--- src/rtl/tdc_pkg.sv ---
// Shared types and default widths for the TDC pulse-pair generator.
package tdc_pkg;

    typedef enum logic [1:0] {
        IDLE  = 2'd0,
        DELAY = 2'd1,
        GAP   = 2'd2
    } state_t;

    localparam int CW_DEF = 8;
    localparam int RW_DEF = 4;

endpackage

--- src/rtl/tdc_dly_cnt.sv ---
// Loadable down-counter shared by the start->stop delay and the inter-pair gap.
// Holds at zero; `one` flags that the next cycle reaches zero.
module tdc_dly_cnt
    import tdc_pkg::*;
#(
    parameter int CW = CW_DEF
) (
    input  logic          clk,
    input  logic          rst,
    input  logic          load,
    input  logic [CW-1:0] val,
    output logic          zero,
    output logic          one
);

    logic [CW-1:0] cnt;

    // Load takes priority; otherwise count down and stick at zero.
    always_ff @(posedge clk or posedge rst) begin
        if (rst) begin
            cnt <= '0;
        end else if (load) begin
            cnt <= val;
        end else if (cnt != '0) begin
            cnt <= cnt - CW'(1);
        end
    end

    assign zero = (cnt == '0);
    assign one  = (cnt == CW'(1));

endmodule

--- src/rtl/tdc_pulse_pair_gen.sv ---
// Coarse digital-to-time converter: emits start/stop pulse pairs spaced by a
// programmed number of clocks, optionally repeated in a burst with a gap.
module tdc_pulse_pair_gen
    import tdc_pkg::*;
#(
    parameter int CW = CW_DEF,
    parameter int RW = RW_DEF
) (
    input  logic          clk,
    input  logic          rst,
    input  logic          cfg_valid,
    output logic          cfg_ready,
    input  logic [CW-1:0] cfg_coarse,
    input  logic [CW-1:0] cfg_gap,
    input  logic [RW-1:0] cfg_repeat,
    input  logic          abort,
    output logic          start_o,
    output logic          stop_o,
    output logic          busy,
    output logic          done,
    output logic [RW-1:0] pair_idx
);

    state_t        state;
    logic [RW-1:0] rem;
    logic [CW-1:0] coarse_q;
    logic [CW-1:0] gap_q;

    logic          accept;
    logic          cnt_load;
    logic [CW-1:0] cnt_val;
    logic          cnt_zero;
    logic          cnt_one;

    // Abort wins over a simultaneous accept.
    assign accept = cfg_valid & cfg_ready & ~abort;

    // Counter reload: coarse at each start, gap-1 at a stop that leads into GAP.
    always_comb begin
        cnt_load = 1'b0;
        cnt_val  = cfg_coarse;
        if (accept) begin
            cnt_load = 1'b1;
            cnt_val  = cfg_coarse;
        end else if (!abort && cnt_zero) begin
            if (state == GAP) begin
                cnt_load = 1'b1;
                cnt_val  = coarse_q;
            end else if (state == DELAY && rem != '0) begin
                cnt_load = 1'b1;
                cnt_val  = (gap_q == '0) ? coarse_q : (gap_q - CW'(1));
            end
        end
    end

    tdc_dly_cnt #(.CW(CW)) u_dly_cnt (
        .clk  (clk),
        .rst  (rst),
        .load (cnt_load),
        .val  (cnt_val),
        .zero (cnt_zero),
        .one  (cnt_one)
    );

    // Burst parameters are captured once per accept.
    always_ff @(posedge clk) begin
        if (accept) begin
            coarse_q <= cfg_coarse;
            gap_q    <= cfg_gap;
        end
    end

    // Burst FSM with registered pulse and status outputs.
    always_ff @(posedge clk or posedge rst) begin
        if (rst) begin
            state     <= IDLE;
            start_o   <= 1'b0;
            stop_o    <= 1'b0;
            busy      <= 1'b0;
            done      <= 1'b0;
            cfg_ready <= 1'b1;
            pair_idx  <= '0;
            rem       <= '0;
        end else begin
            start_o <= 1'b0;
            stop_o  <= 1'b0;
            done    <= 1'b0;
            case (state)
                IDLE: begin
                    if (accept) begin
                        state     <= DELAY;
                        start_o   <= 1'b1;
                        stop_o    <= (cfg_coarse == '0);
                        busy      <= 1'b1;
                        cfg_ready <= 1'b0;
                        pair_idx  <= '0;
                        rem       <= cfg_repeat;
                    end
                end
                DELAY: begin
                    if (abort) begin
                        state     <= IDLE;
                        busy      <= 1'b0;
                        cfg_ready <= 1'b1;
                        pair_idx  <= '0;
                    end else if (cnt_zero) begin
                        // This is a stop cycle: chain, rest, or finish.
                        if (rem != '0) begin
                            if (gap_q == '0) begin
                                start_o  <= 1'b1;
                                stop_o   <= (coarse_q == '0);
                                rem      <= rem - RW'(1);
                                pair_idx <= pair_idx + RW'(1);
                            end else begin
                                state <= GAP;
                            end
                        end else begin
                            state     <= IDLE;
                            busy      <= 1'b0;
                            done      <= 1'b1;
                            cfg_ready <= 1'b1;
                        end
                    end else begin
                        stop_o <= cnt_one;
                    end
                end
                GAP: begin
                    if (abort) begin
                        state     <= IDLE;
                        busy      <= 1'b0;
                        cfg_ready <= 1'b1;
                        pair_idx  <= '0;
                    end else if (cnt_zero) begin
                        state    <= DELAY;
                        start_o  <= 1'b1;
                        stop_o   <= (coarse_q == '0);
                        rem      <= rem - RW'(1);
                        pair_idx <= pair_idx + RW'(1);
                    end
                end
                default: begin
                    state     <= IDLE;
                    busy      <= 1'b0;
                    cfg_ready <= 1'b1;
                end
            endcase
        end
    end

endmodule
--- config.mk ---
export PLATFORM = sky130hd
export DESIGN_NAME = tdc_pulse_pair_gen
export DESIGN_NICKNAME = d
export VERILOG_FILES = /design/src/rtl/tdc_pkg.sv /design/src/rtl/tdc_dly_cnt.sv /design/src/rtl/tdc_pulse_pair_gen.sv
export SDC_FILE = /design/constraint.sdc
export NUM_CORES = 1
export LEC_CHECK = 0
export ABC_CLOCK_PERIOD_IN_PS = 2600
export CAP_MARGIN = 20
export CORE_AREA = 8 8 82 69
export CTS_BUF_LIST = sky130_fd_sc_hd__clkbuf_8
export DETAILED_ROUTE_END_ITERATION = 10
export DIE_AREA = 0 0 90 77
export HOLD_SLACK_MARGIN = 0.12
export PLACE_DENSITY = 0.9
export SKIP_LAST_GASP = 1
export SLEW_MARGIN = 20
export SYNTH_ARGS = -nofsm -noshare
export SYNTH_HDL_FRONTEND = slang
export SYNTH_SLANG_ARGS = --single-unit
--- constraint.sdc ---
create_clock -name clk -period 2.6 [get_ports clk]
set_clock_uncertainty 0.1 [all_clocks]
set_input_delay 0.65 -clock clk [delete_from_list [all_inputs] [get_ports clk]]
set_output_delay 0.65 -clock clk [all_outputs]
set_load 0.01 [all_outputs]
==> impl_metrics.env <==
export IMPL_die_y_um=77
export IMPL_setup_viol_count_final=0
export IMPL_start_util_pct=53.0
export IMPL_viasPerCell=6.15
export IMPL_status="complete, no violations"
export IMPL_whs_ns=0.427
export IMPL_powerDensity_nw_per_um2=858
export IMPL_totalWireLength_um=5690
export IMPL_hold_start="rem[0]"
export IMPL_p_total_mw=2.46
export IMPL_fp_row_count=22
export IMPL_dp_worst_setup_slack_ns=-0.158
export IMPL_clkSinkCount=39
export IMPL_cts_tree="done"
export IMPL_synthCells=235
export IMPL_cts_resized=0
export IMPL_path_buf_inv=1
export IMPL_ant_nets=0
export IMPL_required_ns=2.68
export IMPL_io_pins=33
export IMPL_die_w_um=90
export IMPL_insertion_delay_ns=0.29
export IMPL_syn_nets=270
export IMPL_hold_buffers=0
export IMPL_final_core_util_pct=65.1
export IMPL_cp_top_family="compound AO/OA/AOI/OAI gates"
export IMPL_place_congestion=0.939
export IMPL_syn2layout_area_growth_pct=22.9
export IMPL_synth_edf_count=16
export IMPL_fmax_mhz=398
export IMPL_clock_tree_buffer_depth=2
export IMPL_crit_path_top_delay_cell="or3b_2"
export IMPL_ys_types=56
export IMPL_dp_cells=328
export IMPL_worstPathCellList="inv_1 > ha_1 > or3b_2 > and3_1 > a32oi_1 > a21oi_1 > o22a_1"
export IMPL_fill_cells=348
export IMPL_grt_overflow=0
export IMPL_startpoint="rem[0]"
export IMPL_synthFlopType="dfrtp_1"
export IMPL_ctsHtreeMaxLevel=2
export IMPL_synth_xor_xnor_area_share_pct=3.00
export IMPL_grt_pass1_vias=1947
export IMPL_synth_top_family_by_area="compound AO/OA/AOI/OAI gates"
export IMPL_final_cell_mix="clkdlybuf4s50_1 (32), dfrtp_1 (22), inv_1 (18)"
export IMPL_design_area_um2=2870
export IMPL_syn_area_per_cell_um2=9.92
export IMPL_drive_above_1_share_pct=9.78
export IMPL_drtIter0Drc=235
export IMPL_cts_root_buf="clkbuf_8"
export IMPL_period_minus_slack_ns=2.51
export IMPL_nets=310
export IMPL_synth_area_um2=2330
export IMPL_gr_usage_all_layers_pct=16.5
export IMPL_endpoint_kind="flip-flop"
export IMPL_synth_compound_area_share_pct=20.4
export IMPL_core_um2=4400
export IMPL_multi_input_area_um2=1180
export IMPL_setup_ws_ns=0.0878
export IMPL_wire_per_inst_um=16.9
export IMPL_hold_class="reg -> reg"
export IMPL_slew_headroom_pct=57.6
export IMPL_critPathLaunchType="flip-flop"
export IMPL_numCtsBuffers=5
export IMPL_finalHoldViolCount=0
export IMPL_remaining_drc_errors=0
export IMPL_fin_setup_tns_ns=0
export IMPL_vdd_drop_max_uv=448
export IMPL_placed_area_um2=2780
export IMPL_p_leak_nw=1.11
export IMPL_worstPathMaxFanout=8
export IMPL_ys_seq_area_share_pct=45.3
export IMPL_rsz0062_at_grt="no"
export IMPL_layout_commonest_cell="clkdlybuf4s50_1"
export IMPL_first_pass_iters=5
export IMPL_synth_fa_ha_area_share_pct=5.90
export IMPL_antenna_found_initial=0
export IMPL_path_clk_slew_ns=0.08
export IMPL_vias=2066
export IMPL_final_cells=336
export IMPL_r2r_start="rem[0]"
export IMPL_diodes=0
export IMPL_yosys_warnings=0
export IMPL_worst_ep_arrival_time_ns=2.59
export IMPL_dieArea_um2=6930
export IMPL_yosys_area_share_simple_pct=19.7
export IMPL_hpwl_um=4270
export IMPL_path_class="reg -> reg"
export IMPL_grt_max_degree=26
export IMPL_synth_mux_area_share_pct=1.34
export IMPL_synthArstFlopShare_pct=59.0
export IMPL_fin_crit_sh_pct=96.6
export IMPL_grt_pass1_wl_um=9450
export IMPL_numPortBuffers=32
export IMPL_cap_violations=0
export IMPL_ys_ff_latch=39
export IMPL_maxSlewViolCount=0
export IMPL_cts_setup_buffers=0
export IMPL_worst_pin_slew_ns=0.637
export IMPL_slowest_delay_ns=0.54
export IMPL_seq_area_um2=1060
[sequential cells by signal, indices dropped and copies added (netlist names)]
| register | cells |
|---|---|
| gap_q | 8 |
| done | 1 |
| start_o | 1 |
| rem | 4 |
| stop_o | 1 |
| pair_idx | 4 |
| state | 2 |
| coarse_q | 8 |
| busy | 1 |
| cfg_ready | 1 |
| u_dly_cnt.cnt | 8 |
[metal layers]
metal	vias to the layer above	global-route usage [%]	wire, um
met5	-	0	0
met4	0	6.63	124
met3	20	4.09	458
met2	99	26.2	2710
met1	985	21.0	2400
li1	962	-	-
[logic make-up (layout without fill, tap and decap cells)]
| kind of cell | after synthesis | count (layout) |
|---|---|---|
| adder cells (fa/ha/maj) | 11 | 11 |
| flip-flops | 39 | 39 |
| AND/OR/NAND/NOR | 81 | 81 |
| buffers and inverters | 26 | 67 |
| AO/OA/AOI/OAI | 67 | 67 |
| XOR/XNOR | 8 | 8 |
| multiplexers | 3 | 3 |
[path summary, 6_finish.rpt]
path	endpoint	slack [ns]	cells after the start
min in group asynchronous	u_dly_cnt.cnt[1]	0.59	3
worst min register to register	rem[0]	0.43	1
worst max-delay path	rem[3]	0.09	7
max in group asynchronous	cfg_ready	1.53	3
worst min-delay path	rem[0]	0.43	1
worst max register to register	rem[3]	0.09	7
[cell usage after synthesis, types with 4 or more instances]
master	count	area share [%]
a21oi_1	12	2.6
a22oi_1	7	2.3
a31oi_1	5	1.3
and2_1	4	1.1
clkbuf_1	6	0.97
dfrtp_1	22	24
edfxtp_1	16	21
ha_1	11	5.9
inv_1	18	2.9
nand2_1	11	1.8
nand3_1	6	1.3
nor2_1	17	2.7
nor2b_1	4	1.1
nor3_1	5	1.1
nor4_1	9	2.4
o21ai_0	11	2.4
xnor2_1	4	1.5
xor2_1	4	1.5
[final cells by class]
| class | instances | share of cell area, % |
|---|---|---|
| multi-input combinational | 170 | 41.0 |
| sequential | 39 | 36.9 |
| timing repair buffer | 41 | 14.0 |
| tap | 60 | 2.62 |
| clock buffer | 5 | 2.40 |
| inverter | 18 | 2.36 |
| clock inverter | 3 | 0.699 |
[report_power, final]
part / internal [mW] / switching (mW) / total [mW]
sequential: 0.819 / 0.185 / 1.00
clock: 0.187 / 0.219 / 0.406
combinational: 0.482 / 0.568 / 1.05
[worst register-to-register path: stages (launching register included)]
cell and delay, ns:
dfrtp_1 0.42, inv_1 0.07, ha_1 0.18, or3b_2 0.54
and3_1 0.24, a32oi_1 0.55, a21oi_1 0.10, o22a_1 0.21
Note: power is estimated with default switching activity, not from simulation.
